<file path="src/rtl/riscv_pkg.sv">
// riscv_pkg: shared types and constants for the fetch front end.
// Contents: fetch FSM states, redirect source encoding, instruction width/size.
// Imported by fetch_ctrl and fetch_redirect_mux.
package riscv_pkg;

  localparam int          ILEN        = 32;
  localparam int unsigned INSTR_BYTES = 4;

  typedef enum logic [1:0] {
    IDLE = 2'd0,
    REQ  = 2'd1,
    WAIT = 2'd2,
    HOLD = 2'd3
  } fetch_state_e;

  typedef enum logic [1:0] {
    RD_NONE    = 2'd0,
    RD_TRAP    = 2'd1,
    RD_MISPRED = 2'd2,
    RD_FENCE   = 2'd3
  } redirect_src_e;

endpackage

</file>
<file path="src/rtl/fetch_redirect_mux.sv">
// fetch_redirect_mux: priority select of the redirect target (trap > mispredict > fence.i).
// Latency: purely combinational.
// Backpressure: none; redirect sources are single-cycle pulses.
// Ports: trap/t_addr, mispred/r_addr, fence_i/fence_addr in; redirect, redirect_src, target out.
module fetch_redirect_mux
  import riscv_pkg::*;
(
  input  logic        trap,
  input  logic [31:0] t_addr,
  input  logic        mispred,
  input  logic [31:0] r_addr,
  input  logic        fence_i,
  input  logic [31:0] fence_addr,
  output logic        redirect,
  output logic [1:0]  redirect_src,
  output logic [31:0] target
);

  always_comb begin
    redirect     = trap | mispred | fence_i;
    redirect_src = RD_NONE;
    target       = '0;
    if (trap) begin
      redirect_src = RD_TRAP;
      target       = t_addr;
    end else if (mispred) begin
      redirect_src = RD_MISPRED;
      target       = r_addr;
    end else if (fence_i) begin
      // fence.i resumes at the instruction after itself; wraps modulo 2^32
      redirect_src = RD_FENCE;
      target       = fence_addr + 32'(INSTR_BYTES);
    end
  end

endmodule

</file>
<file path="src/rtl/fetch_ctrl.sv">
// fetch_ctrl: owns the fetch PC, issues imem requests and hands {addr, instr} pairs to decode.
// Latency: single outstanding request; response lands in the output register next edge; peak 1 instr / 2 cycles.
// Backpressure: if_ready low parks the pair in HOLD and no new imem request is issued until it drains.
// Ports: redirect inputs (trap/mispred/fence_i + targets), predictor (pc out, bp_taken/bp_addr in),
//   imem_req/imem_addr/imem_gnt/imem_rvalid/imem_rdata, if_valid/if_ready/if_addr/if_instr, perf_* out.
// Optional: FETCH_CTRL_PERF_EN adds 32-bit saturating perf counters; otherwise perf_* are tied to 0.
module fetch_ctrl
  import riscv_pkg::*;
#(
  parameter logic [31:0] RESET_PC = 32'h0000_0000
) (
  input  logic        clk,
  input  logic        rst,
  input  logic        trap,
  input  logic [31:0] t_addr,
  input  logic        mispred,
  input  logic [31:0] r_addr,
  input  logic        fence_i,
  input  logic [31:0] fence_addr,
  input  logic        bp_taken,
  input  logic [31:0] bp_addr,
  output logic [31:0] pc,
  output logic        imem_req,
  output logic [31:0] imem_addr,
  input  logic        imem_gnt,
  input  logic        imem_rvalid,
  input  logic [31:0] imem_rdata,
  output logic        if_valid,
  input  logic        if_ready,
  output logic [31:0] if_addr,
  output logic [31:0] if_instr,
  output logic [31:0] perf_fetch,
  output logic [31:0] perf_redirect,
  output logic [31:0] perf_stall
);

  fetch_state_e      state, state_nxt;
  logic [ILEN-1:0]   req_pc;
  logic              drop;
  logic              redirect;
  logic [1:0]        redirect_src;
  logic [31:0]       target;
  logic              issue;
  logic              load;

  fetch_redirect_mux u_redirect_mux (
    .trap         (trap),
    .t_addr       (t_addr),
    .mispred      (mispred),
    .r_addr       (r_addr),
    .fence_i      (fence_i),
    .fence_addr   (fence_addr),
    .redirect     (redirect),
    .redirect_src (redirect_src),
    .target       (target)
  );

  always_comb begin
    assert (redirect == (redirect_src != RD_NONE));
  end

  // imem_req only asserts in REQ, so a handshake implies REQ
  assign issue = imem_req && imem_gnt;
  // A response is kept only if no redirect made it stale (earlier or this cycle)
  assign load  = (state == WAIT) && imem_rvalid && !drop && !redirect;

  // State register
  always_ff @(posedge clk) begin
    if (rst) state <= IDLE;
    else     state <= state_nxt;
  end

  // Next-state logic
  always_comb begin
    state_nxt = state;
    case (state)
      IDLE: state_nxt = REQ;
      REQ:  if (issue) state_nxt = WAIT;
      WAIT: begin
        if (imem_rvalid) begin
          if (drop || redirect) state_nxt = REQ;
          // The output register is always empty in WAIT (requests only go out while it
          // is empty or draining), so decode readiness alone decides whether to park.
          else if (if_ready)    state_nxt = REQ;
          else                  state_nxt = HOLD;
        end
      end
      HOLD: if (if_ready || redirect) state_nxt = REQ;
      default: state_nxt = IDLE;
    endcase
  end

  // Outputs: the request is gated so it never goes out while a pair is stuck in the output register
  always_comb begin
    imem_req  = 1'b0;
    imem_addr = pc;
    if (state == REQ) imem_req = !if_valid || if_ready;
  end

  // Datapath: pc, in-flight bookkeeping, output register
  always_ff @(posedge clk) begin
    if (rst) begin
      pc       <= RESET_PC;
      req_pc   <= '0;
      drop     <= 1'b0;
      if_valid <= 1'b0;
      if_addr  <= '0;
      if_instr <= '0;
    end else begin
      if (redirect)   pc <= {target[31:2], 2'b00};
      else if (issue) pc <= bp_taken ? bp_addr : pc + 32'(INSTR_BYTES);

      if (issue) req_pc <= pc;

      if (state == WAIT) begin
        if (imem_rvalid)   drop <= 1'b0;
        else if (redirect) drop <= 1'b1;
      end else if (issue && redirect) begin
        drop <= 1'b1;
      end

      if (redirect)      if_valid <= 1'b0;
      else if (load)     if_valid <= 1'b1;
      else if (if_ready) if_valid <= 1'b0;

      if (load) begin
        if_addr  <= req_pc;
        if_instr <= imem_rdata;
      end
    end
  end

`ifdef FETCH_CTRL_PERF_EN
  logic [31:0] fetch_cnt, redirect_cnt, stall_cnt;

  always_ff @(posedge clk) begin
    if (rst) begin
      fetch_cnt    <= '0;
      redirect_cnt <= '0;
      stall_cnt    <= '0;
    end else begin
      if (if_valid && if_ready && fetch_cnt != '1)  fetch_cnt    <= fetch_cnt + 32'd1;
      if (redirect && redirect_cnt != '1)           redirect_cnt <= redirect_cnt + 32'd1;
      if (if_valid && !if_ready && stall_cnt != '1) stall_cnt    <= stall_cnt + 32'd1;
    end
  end

  assign perf_fetch    = fetch_cnt;
  assign perf_redirect = redirect_cnt;
  assign perf_stall    = stall_cnt;
`else
  assign perf_fetch    = '0;
  assign perf_redirect = '0;
  assign perf_stall    = '0;
`endif

endmodule

</file>
<file path="config.mk">
export PLATFORM = sky130hd
export DESIGN_NAME = fetch_ctrl
export DESIGN_NICKNAME = d
export VERILOG_FILES = /design/src/rtl/riscv_pkg.sv /design/src/rtl/fetch_redirect_mux.sv /design/src/rtl/fetch_ctrl.sv
export SDC_FILE = /design/constraint.sdc
export NUM_CORES = 1
export LEC_CHECK = 0
export ABC_AREA = 1
export CELL_PAD_IN_SITES_DETAIL_PLACEMENT = 1
export CELL_PAD_IN_SITES_GLOBAL_PLACEMENT = 2
export CORE_MARGIN = 2
export CORE_UTILIZATION = 23
export DETAILED_ROUTE_END_ITERATION = 10
export GPL_TIMING_DRIVEN = 0
export PLACE_DENSITY = 0.86
export SYNTH_ARGS = -nofsm -noshare
export SYNTH_HDL_FRONTEND = slang
export SYNTH_HIERARCHICAL = 1
export SYNTH_SLANG_ARGS = --single-unit
</file>
<file path="constraint.sdc">
create_clock -name clk -period 2.9 [get_ports clk]
set_input_delay 0.435 -clock clk [delete_from_list [all_inputs] [get_ports clk]]
set_output_delay 0.435 -clock clk [all_outputs]
set_load 0.02 [all_outputs]
</file>
* After elaboration in Yosys (flattened, before gate mapping)
Cells that the tools add are included.
Operators by class: bitwise logic cells 2, multiplexer cells 19, equality and inequality tests 7, add/sub/neg operators 2, reductions and logical operators 18
Operator list (number):
- $mux W32 | 6
- $add A32 B3 Y32 const B | 2
- $mux W2 | 5
- $pmux W2 S4 | 1
- $mux W1 | 7
- $ne A2 B2 Y1 const B | 3
- $reduce_bool A2 Y1 | 3
- $logic_and A1 B1 Y1 | 5
- $eq A2 B2 Y1 const B | 2
- $logic_not A1 Y1 | 3
- $logic_or A1 B1 Y1 | 3
- $ne A3 B3 Y1 const B | 1
- $reduce_and A3 Y1 | 1
- $eq A2 B1 Y1 const B | 1
- $logic_not A2 Y1 | 1
- $or A1 B1 Y1 | 2
- $reduce_and A2 Y1 | 1
- $reduce_or A2 Y1 | 1
Storage, ports and cells: output and inout bits 226, input bits 169, register bits after elaboration 132, logic and storage cells 56

* Depth between registers and ports, before layout
Gate-level depths: netlist (run 1).
depth after elaboration 7, gate-level depth with buffers 13, gate-level depth less buffers 13

* Modules after synthesis
The synthesis (run 1) kept the hierarchy.
Modules (own cells, without submodules):
- fetch_ctrl | cells each 1025, area each 7056.8 µm², seq. area each 2642.5 µm², instances 1
- fetch_redirect_mux | cells each 347, area each 1696.6 µm², seq. area each 0.0 µm², instances 1

* Worst setup path after synthesis (run 1)
Ideal clock, no wire load.
path type input-to-reg, from input port trap, to register if_addr[23], arrival 1802 ps, slack 983 ps, data required time 2784 ps, stages on the path 12, path through buf_2 inv_1 clkbuf_8 nand3_1 buf_2 nor2_1 inv_2 nor2_2 inv_2 clkbuf_1 nor2_1 nor2_1
On the way: longest elaborated chain between the ends 4
Ends and longest elaborated chain:
- start: declaration | RTL line fetch_ctrl.sv:14 | input logic trap,
- $or A1 B1 Y1 (2 in series) | RTL line fetch_redirect_mux.sv:20 | redirect = trap | mispred | fence_i;
- net redirect | RTL line fetch_ctrl.sv:40 | logic redirect;
- $logic_not A1 Y1 | RTL line fetch_ctrl.sv:65 | assign load = (state == WAIT) && imem_rvalid && !drop && !redirect;
- $logic_and A1 B1 Y1 | RTL line fetch_ctrl.sv:65
- end signal: assignment | RTL line fetch_ctrl.sv:127 | if_addr <= req_pc;
- end: declaration | RTL line fetch_ctrl.sv:30 | output logic [31:0] if_addr,
The timed path passes the listed nets, and every way through them passes these cells. A chain may end at the register's enable or synchronous reset.

* Final worst setup path (run 1)
from input port fence_addr[3], to register pc[20], in the netlist imem_addr[20]
On the way: longest elaborated chain between the ends 5
Ends and longest elaborated chain:
- start: declaration | RTL line fetch_ctrl.sv:19 | input logic [31:0] fence_addr,
- $add A32 B3 Y32 | RTL line fetch_redirect_mux.sv:32 | target = fence_addr + 32'(INSTR_BYTES);
- $mux W32 | RTL line fetch_redirect_mux.sv:29 | end else if (fence_i) begin
- $mux W32 | RTL line fetch_redirect_mux.sv:26 | end else if (mispred) begin
- $mux W32 | RTL line fetch_redirect_mux.sv:23 | if (trap) begin
- net target[20] | RTL line fetch_ctrl.sv:42 | logic [31:0] target;
- $mux W32 | RTL line fetch_ctrl.sv:110 | if (redirect) pc <= {target[31:2], 2'b00};
- end signal: assignment | RTL line fetch_ctrl.sv:110
- end signal: assignment | RTL line fetch_ctrl.sv:111 | else if (issue) pc <= bp_taken ? bp_addr : pc + 32'(INSTR_BYTES);
- end: declaration | RTL line fetch_ctrl.sv:22 | output logic [31:0] pc,
The timed path passes the listed nets, and every way through them passes these cells.

==> out/metrics.yaml, run 1 <==
pwr:
  powerDensity_mw_per_mm2: 455
  power_leakage_nw: 5.68
  worst_vdd_drop_mv: 0.297
yosys:
  syn_area_per_cell_um2: 6.39
  syn_area_mm2: 0.00871
  synthCells: 1364
  yosys_warns: 6
clocking:
  clock_tree_from_tritoncts: "done"
  clock_buffers_created_by_tritoncts: 17
  postCtsResizedCells: 0
  tritoncts_num_sinks: 132
  cts_hold_buffers: 0
  cts-root-to-sink-buffers: 2
  htree_levels: 4
  clk_pin_slew_ns: 0.06
  clock_tree.root_cell: "clkbuf_16"
  postCtsSetupBuffers: 0
  clkLatencyLatePin_ns: 0.43
drt:
  drtAntennaViolNets: 0
  drt_iter0_drc: 397
  detail_route.wl_per_cell_um: 17.3
  drt-vias-per-instance: 4.34
  routed_wl_mm: 39.8
  via_count: 9962
  drt_drc_violations_left: 0
  drt-pass1-iter-count: 4
critical_path:
  cp_max_fo: 6
  crit_buf_inv: 3
  criticalPathCategory: "in2reg"
  ff2ff_path_depth: 8
  cp_num_cells: 14
  crit_path_top_delay_cell: "clkdlybuf4s50_1"
  critical_path.endpoint_type: "register"
  worst-endpoint-arrival_ns: 2.80
  timing.critical_path.slowest_cell_delay_ns: 0.56
  critPathRequiredTime_ns: 3.25
  crit_chain: "clkdlybuf4s50_1 > ha_1 > inv_4 > nor2_4 > nand3_1 > nor2_2 > nor2_1 > nor2_2 > nand2_1 > a21oi_2 > nand2_1 > o21ai_0 > inv_1 > a21oi_1"
  critical-path-top-delay-family: "simple AND/OR/NAND/NOR gates"
  worstSetupStartpointType: "input pin"
die:
  design.portCount: 395
  die_w_um: 199
  initial_core_util_pct: 23.2
  die_area_mm2: 0.0395
  fp.coreArea_mm2: 0.0375
  die_h_um: 199
  num_rows: 71
place:
  numPlacedInstances: 2260
  post-dp-hpwl_mm: 32.8
  port_buffers: 290
  gp_congestion: 0.929
global_routing:
  globalRouteOverflowTotal: 0
  grt_antenna_before_repair: 3
  grt_first_pass_wirelength_mm: 58.9
  grt_max_degree: 17
  first_global_vias: 10100
  grt_util_all_layers_pct: 19.9
sta:
  rsz0062_at_grt: "false"
  timing_max_transition_violations_final: 0
  period_minus_slack_ns: 2.45
  setup_total_negative_slack_ns: 0
  final_hold_fails: 0
  fmaxAchievable_mhz: 409
  setup_viol: 0
  max_slew.worst_pin.slew_ns: 0.763
  post-route-period-util_pct: 84.4
  maxSlewHeadroom_pct: 49.1
  worst_clock_skew_ns: 0.0114
job:
  reported_max_cap_violation_count: 0
worst_hold_path:
  min-delay-path-class: "reg2reg"
  min_path_cells: 2
final_layout:
  syn_to_final_growth_pct: 51.6
  fin_nets: 1942
  post_route_cells_drive_above_1_share_pct: 13.9
  finish.cell_count_without_fillers: 2297
  mostFrequentLayoutCells: "clkdlybuf4s50_1 (290), nor2_1 (265), nand2_1 (227)"
  leading_cell_type_in_the_layout_fill_and_taps_excluded: "clkdlybuf4s50_1"
run_status:
  outcome: "complete, no violations"
[stage by stage]
stage          hold slack (ns)  area [um2]  power (mW)  setup slack [ns]  utilization, %
2_1_floorplan            0.430        9070        3.12             0.988               -
3_3_place_gp             0.443       12600        3.83            0.0864            33.6
3_5_place_dp             0.451       12600        3.87            0.0178            33.6
4_1_cts                  0.455       13200        6.07             0.445            35.2
5_1_grt                  0.462       13200        6.33             0.239            35.2
6_report                 0.452       13200        6.02             0.452            35.2
[cell type report]
type / instances / area [um2]
flip-flops and latches: 132 / 2640
well taps: 511 / 639
multi-input cells: 1021 / 4700
diodes: 5 / 12.5
clock inverters: 12 / 130
plain buffers: 189 / 1280
inverters: 117 / 442
repair buffers: 290 / 2900
clock buffers: 20 / 457
fillers: 4830 / 24300
[layer usage]
layer  GRT usage, %  vias to the layer above  share of wire, %
li1               -                     4957                 -
met1           25.1                     4717                45
met2           34.9                      248                49
met3           2.88                       40               4.3
met4           6.00                        0               2.0
met5              0                        -                 0
[worst paths after layout]
| path | slack, ns | from | end |
|---|---|---|---|
| max | 0.45 | fence_addr[3] | imem_addr[20] |
| min | 0.45 | req_pc[31] | if_addr[31] |
| max reg2reg | 0.79 | imem_addr[2] | imem_addr[16] |
| min reg2reg | 0.45 | req_pc[31] | if_addr[31] |
[registers in the layout, indices dropped and copies added (netlist names), named ones only]
signal	flops
drop	1
if_addr	32
if_instr	32
if_valid	1
imem_addr	30
req_pc	32
state	2
[power by group]
part	switching (mW)	leakage, nW	internal, mW	total (mW)
Sequential	0.159	1.08	2.01	2.17
Combinational	0.930	4.32	0.733	1.66
Clock	0.876	0.286	1.31	2.19
Total	1.96	5.68	4.05	6.02
[tightest hold or removal path: stages (launching register included)]
cell	delay [ns]
dfxtp_1	0.29
inv_1	0.06
a21oi_1	0.05
No activity file was read; power rests on OpenSTA's default activity.
==> inputs of run 2 (changes only) <==
--- a/config.mk
+++ b/config.mk
@@ -9,10 +9,10 @@
 export CELL_PAD_IN_SITES_DETAIL_PLACEMENT = 1
 export CELL_PAD_IN_SITES_GLOBAL_PLACEMENT = 2
 export CORE_MARGIN = 2
-export CORE_UTILIZATION = 23
+export CORE_UTILIZATION = 21
 export DETAILED_ROUTE_END_ITERATION = 10
 export GPL_TIMING_DRIVEN = 0
-export PLACE_DENSITY = 0.86
+export PLACE_DENSITY = 0.79
 export SYNTH_ARGS = -nofsm -noshare
 export SYNTH_HDL_FRONTEND = slang
 export SYNTH_HIERARCHICAL = 1
==> constraint.sdc (replaced) <==
create_clock -name clk -period 2.5 [get_ports clk]
set_input_delay 0.375 -clock clk [delete_from_list [all_inputs] [get_ports clk]]
set_output_delay 0.375 -clock clk [all_outputs]
set_load 0.02 [all_outputs]
==> run 2 against run 1 <==
Compared with the run above:
- critical path depth shrank 10
- global-route usage shrank 1.8 points
- first-iteration DRC count grew 37%
- total power grew 18%
- clock power grew 20%
- clock skew grew 0.0023 ns
- final cell count grew 0.87%
- wire length grew 1.3%
- non-clock buffer count is the same
- final area grew 0.33%
- sequential power grew 16%
- critical path type is now reg2out
- critical endpoint is now imem_req
- largest cell class unchanged
==> out/metrics.yaml, run 2 (same netlist as run 1, synthesis figures left out) <==
run_status:
  outcome: "complete, no violations"  # unchanged
place:
  numPlacedInstances: 2281  # was 2260
  port_buffers: 290  # unchanged
  postPlaceCellArea_mm2: 0.0126  # about the same
  gp_congestion: 0.885  # was 0.929
  post-dp-hpwl_mm: 33.3  # was 32.8 mm
critical_path:
  crit_path_top_delay_cell: "clkdlybuf4s50_1"  # unchanged
  ff2ff_setup_slack_ns: 0.47  # was 0.79 ns
  timing.critical_path.slowest_cell_delay_ns: 0.67  # was 0.56 ns
  crit_buf_inv: 2  # was 3
  worstSetupStartpointType: "register"  # was input pin
  rr_startpoint: "imem_addr[3]"  # was imem_addr[2]
  cp_num_cells: 4  # was 14
  cp_max_fo: 4  # was 6
  critical-path-top-delay-family: "buffers and inverters"  # was simple AND/OR/NAND/NOR gates
  ff2ff_path_depth: 8  # unchanged
  critPathRequiredTime_ns: 2.12  # was 3.25 ns
  crit_chain: "ha_1 > inv_2 > nor2_2 > clkdlybuf4s50_1"  # was clkdlybuf4s50_1 > ha_1 > inv_4 > nor2_4 > nand3_1 > nor2_2 > nor2_1 > nor2_2 > nand2_1 > a21oi_2 > nand2_1 > o21ai_0 > inv_1 > a21oi_1
  r2r-end: "imem_addr[16]"  # unchanged
  criticalPathCategory: "reg2out"  # was in2reg
  worst-endpoint-arrival_ns: 1.99  # was 2.80 ns
  critical_path.endpoint_type: "output pin"  # was register
final_layout:
  leading_cell_type_in_the_layout_fill_and_taps_excluded: "clkdlybuf4s50_1"  # unchanged
  fillers: 5227  # was 4830
  reg_top3: "if_addr: 32 flops, if_instr: 32 flops, req_pc: 32 flops"  # unchanged
  mostFrequentLayoutCells: "clkdlybuf4s50_1 (290), nor2_1 (265), nand2_1 (227)"  # unchanged
  finish.cell_count_without_fillers: 2317  # was 2297
  fin_nets: 1942  # unchanged
  syn_to_final_growth_pct: 52.1  # was 51.6%
  post-route-cell-area_mm2: 0.0133  # was 0.0132 mm2
  post_route_cells_drive_above_1_share_pct: 14.0  # was 13.9%
clocking:
  clock_tree_from_tritoncts: "done"  # unchanged
  clock_buffers_created_by_tritoncts: 17  # unchanged
  clock_tree.root_cell: "clkbuf_16"  # unchanged
  postCtsSetupBuffers: 0  # unchanged
  cts-root-to-sink-buffers: 2  # unchanged
  clk_pin_slew_ns: 0.06  # about the same
  htree_levels: 4  # unchanged
  clkLatencyLatePin_ns: 0.43  # about the same
  cts_hold_buffers: 0  # unchanged
  postCtsResizedCells: 0  # unchanged
  tritoncts_num_sinks: 132  # unchanged
drt:
  drt-vias-per-instance: 4.28  # was 4.34
  drt-pass1-iter-count: 4  # unchanged
  routed_wl_mm: 40.3  # was 39.8 mm
  drt_drc_violations_left: 0  # unchanged
  drt_iter0_drc: 544  # was 397
  via_count: 9911  # was 9962
  detail_route.wl_per_cell_um: 17.4  # was 17.3 um
  drtAntennaViolNets: 0  # unchanged
worst_hold_path:
  hold_end: "req_pc[1]"  # was if_addr[31]
  min_path_cells: 2  # unchanged
  holdCritStartpoint: "req_pc[1]"  # was req_pc[31]
  min-delay-path-class: "reg2reg"  # unchanged
global_routing:
  first_global_vias: 10000  # was 10100
  grt_antenna_before_repair: 5  # was 3
  globalRouteOverflowTotal: 0  # unchanged
  grt_first_pass_wirelength_mm: 60.2  # was 58.9 mm
  grt_max_degree: 17  # unchanged
  grt_util_all_layers_pct: 18.1  # was 19.9%
die:
  die_h_um: 208  # was 199 um
  initial_core_util_pct: 21.3  # was 23.2%
  fp.coreArea_mm2: 0.0409  # was 0.0375 mm2
  die_w_um: 208  # was 199 um
  die_area_mm2: 0.0431  # was 0.0395 mm2
  design.portCount: 395  # unchanged
  num_rows: 74  # was 71
pwr:
  worst_vdd_drop_mv: 0.437  # was 0.297 mV
  power_leakage_nw: 5.68  # about the same
  powerDensity_mw_per_mm2: 534  # was 455 mW/mm2
sta:
  max_slew.worst_pin.slew_ns: 0.745  # was 0.763 ns
  period_minus_slack_ns: 2.36
  maxSlewHeadroom_pct: 50.4  # was 49.1%
  rsz0062_at_grt: "false"  # unchanged
  final_hold_fails: 0  # unchanged
  timing_max_transition_violations_final: 0  # unchanged
  setup_viol: 0  # unchanged
  post-route-period-util_pct: 94.5
  whs_ns: 0.454  # was 0.452 ns
  setup_total_negative_slack_ns: 0  # unchanged
  worst_clock_skew_ns: 0.0136  # was 0.0114 ns
  fmaxAchievable_mhz: 423
job:
  reported_max_cap_violation_count: 0  # unchanged
## run 2: cell types whose count changed in the layout (fill, tap and decap cells not counted)
| cell | delta |
|---|---|
| inv_8 | +3 |
| clkbuf_8 | -1 |
| diode_2 | -1 |
| clkbuf_1 | -1 |
| clkinv_2 | -4 |
| clkinvlp_4 | +2 |
| inv_6 | +3 |
| clkinv_4 | -2 |
## run 2: power breakdown
| part | leakage (nW) | switching [mW] | internal, mW |
|---|---|---|---|
| clock network | 0.286 | 1.10 | 1.53 |
| registers | 1.08 | 0.182 | 2.33 |
| logic | 4.32 | 1.08 | 0.850 |
| total | 5.68 | 2.37 | 4.71 |
## run 2: how the worst max path moves through the flow
stage | start | end | slack [ns]
floorplan | trap | if_addr[23] | 0.65
global placement | fence_addr[2] | imem_addr[30] | -0.33
detailed placement | fence_addr[2] | imem_addr[30] | -0.31
CTS | state[0] | imem_req | 0.10
global route | fence_addr[2] | imem_addr[30] | 0.008
finish | state[0] | imem_req | 0.14
## run 2: worst reg2reg max path: stages, from the launching register on
cell,delay [ns]
dfxtp_1,0.51
ha_1,0.31
nand3_1,0.23
nor2_2,0.37
nand3_1,0.12
nand2_1,0.10
nand3_1,0.07
a21oi_1,0.15
nor2_1,0.06
## run 2: layer usage
layer	routed length, um	part of all wire [%]	track usage, %
met5	0	0	0
met4	758	1.9	4.82
met3	1730	4.3	2.65
met2	20100	50	32.3
met1	17800	44	22.7
## run 2: cell type report
class / count / area (um2) / share of cell area (%)
Antenna cell: 4 / 10.0 / 0.0755
Buffer: 189 / 1280 / 9.70
Clock buffer: 18 / 439 / 3.31
Clock inverter: 14 / 168 / 1.26
Inverter: 117 / 442 / 3.33
Multi-Input combinational cell: 1021 / 4700 / 35.5
Sequential cell: 132 / 2640 / 19.9
Tap cell: 532 / 666 / 5.02
Timing Repair Buffer: 290 / 2900 / 21.9
## run 2: metrics by stage
step,total power [mW],utilization [%],worst slack (ns)
2_1_floorplan,3.61,-,0.648
3_3_place_gp,4.46,30.9,-0.328
3_5_place_dp,4.50,30.9,-0.306
4_1_cts,7.15,32.4,0.102
5_1_grt,7.43,32.4,0.00836
6_report,7.07,32.4,0.138
==> inputs of run 3 (changes only) <==
--- a/config.mk
+++ b/config.mk
@@ -6,6 +6,7 @@
 export NUM_CORES = 1
 export LEC_CHECK = 0
 export ABC_AREA = 1
+export ABC_CLOCK_PERIOD_IN_PS = 2500
 export CELL_PAD_IN_SITES_DETAIL_PLACEMENT = 1
 export CELL_PAD_IN_SITES_GLOBAL_PLACEMENT = 2
 export CORE_MARGIN = 2
==> results of run 3 <==
Same layout as run 2: the final DEF is identical, and so are final timing and power.
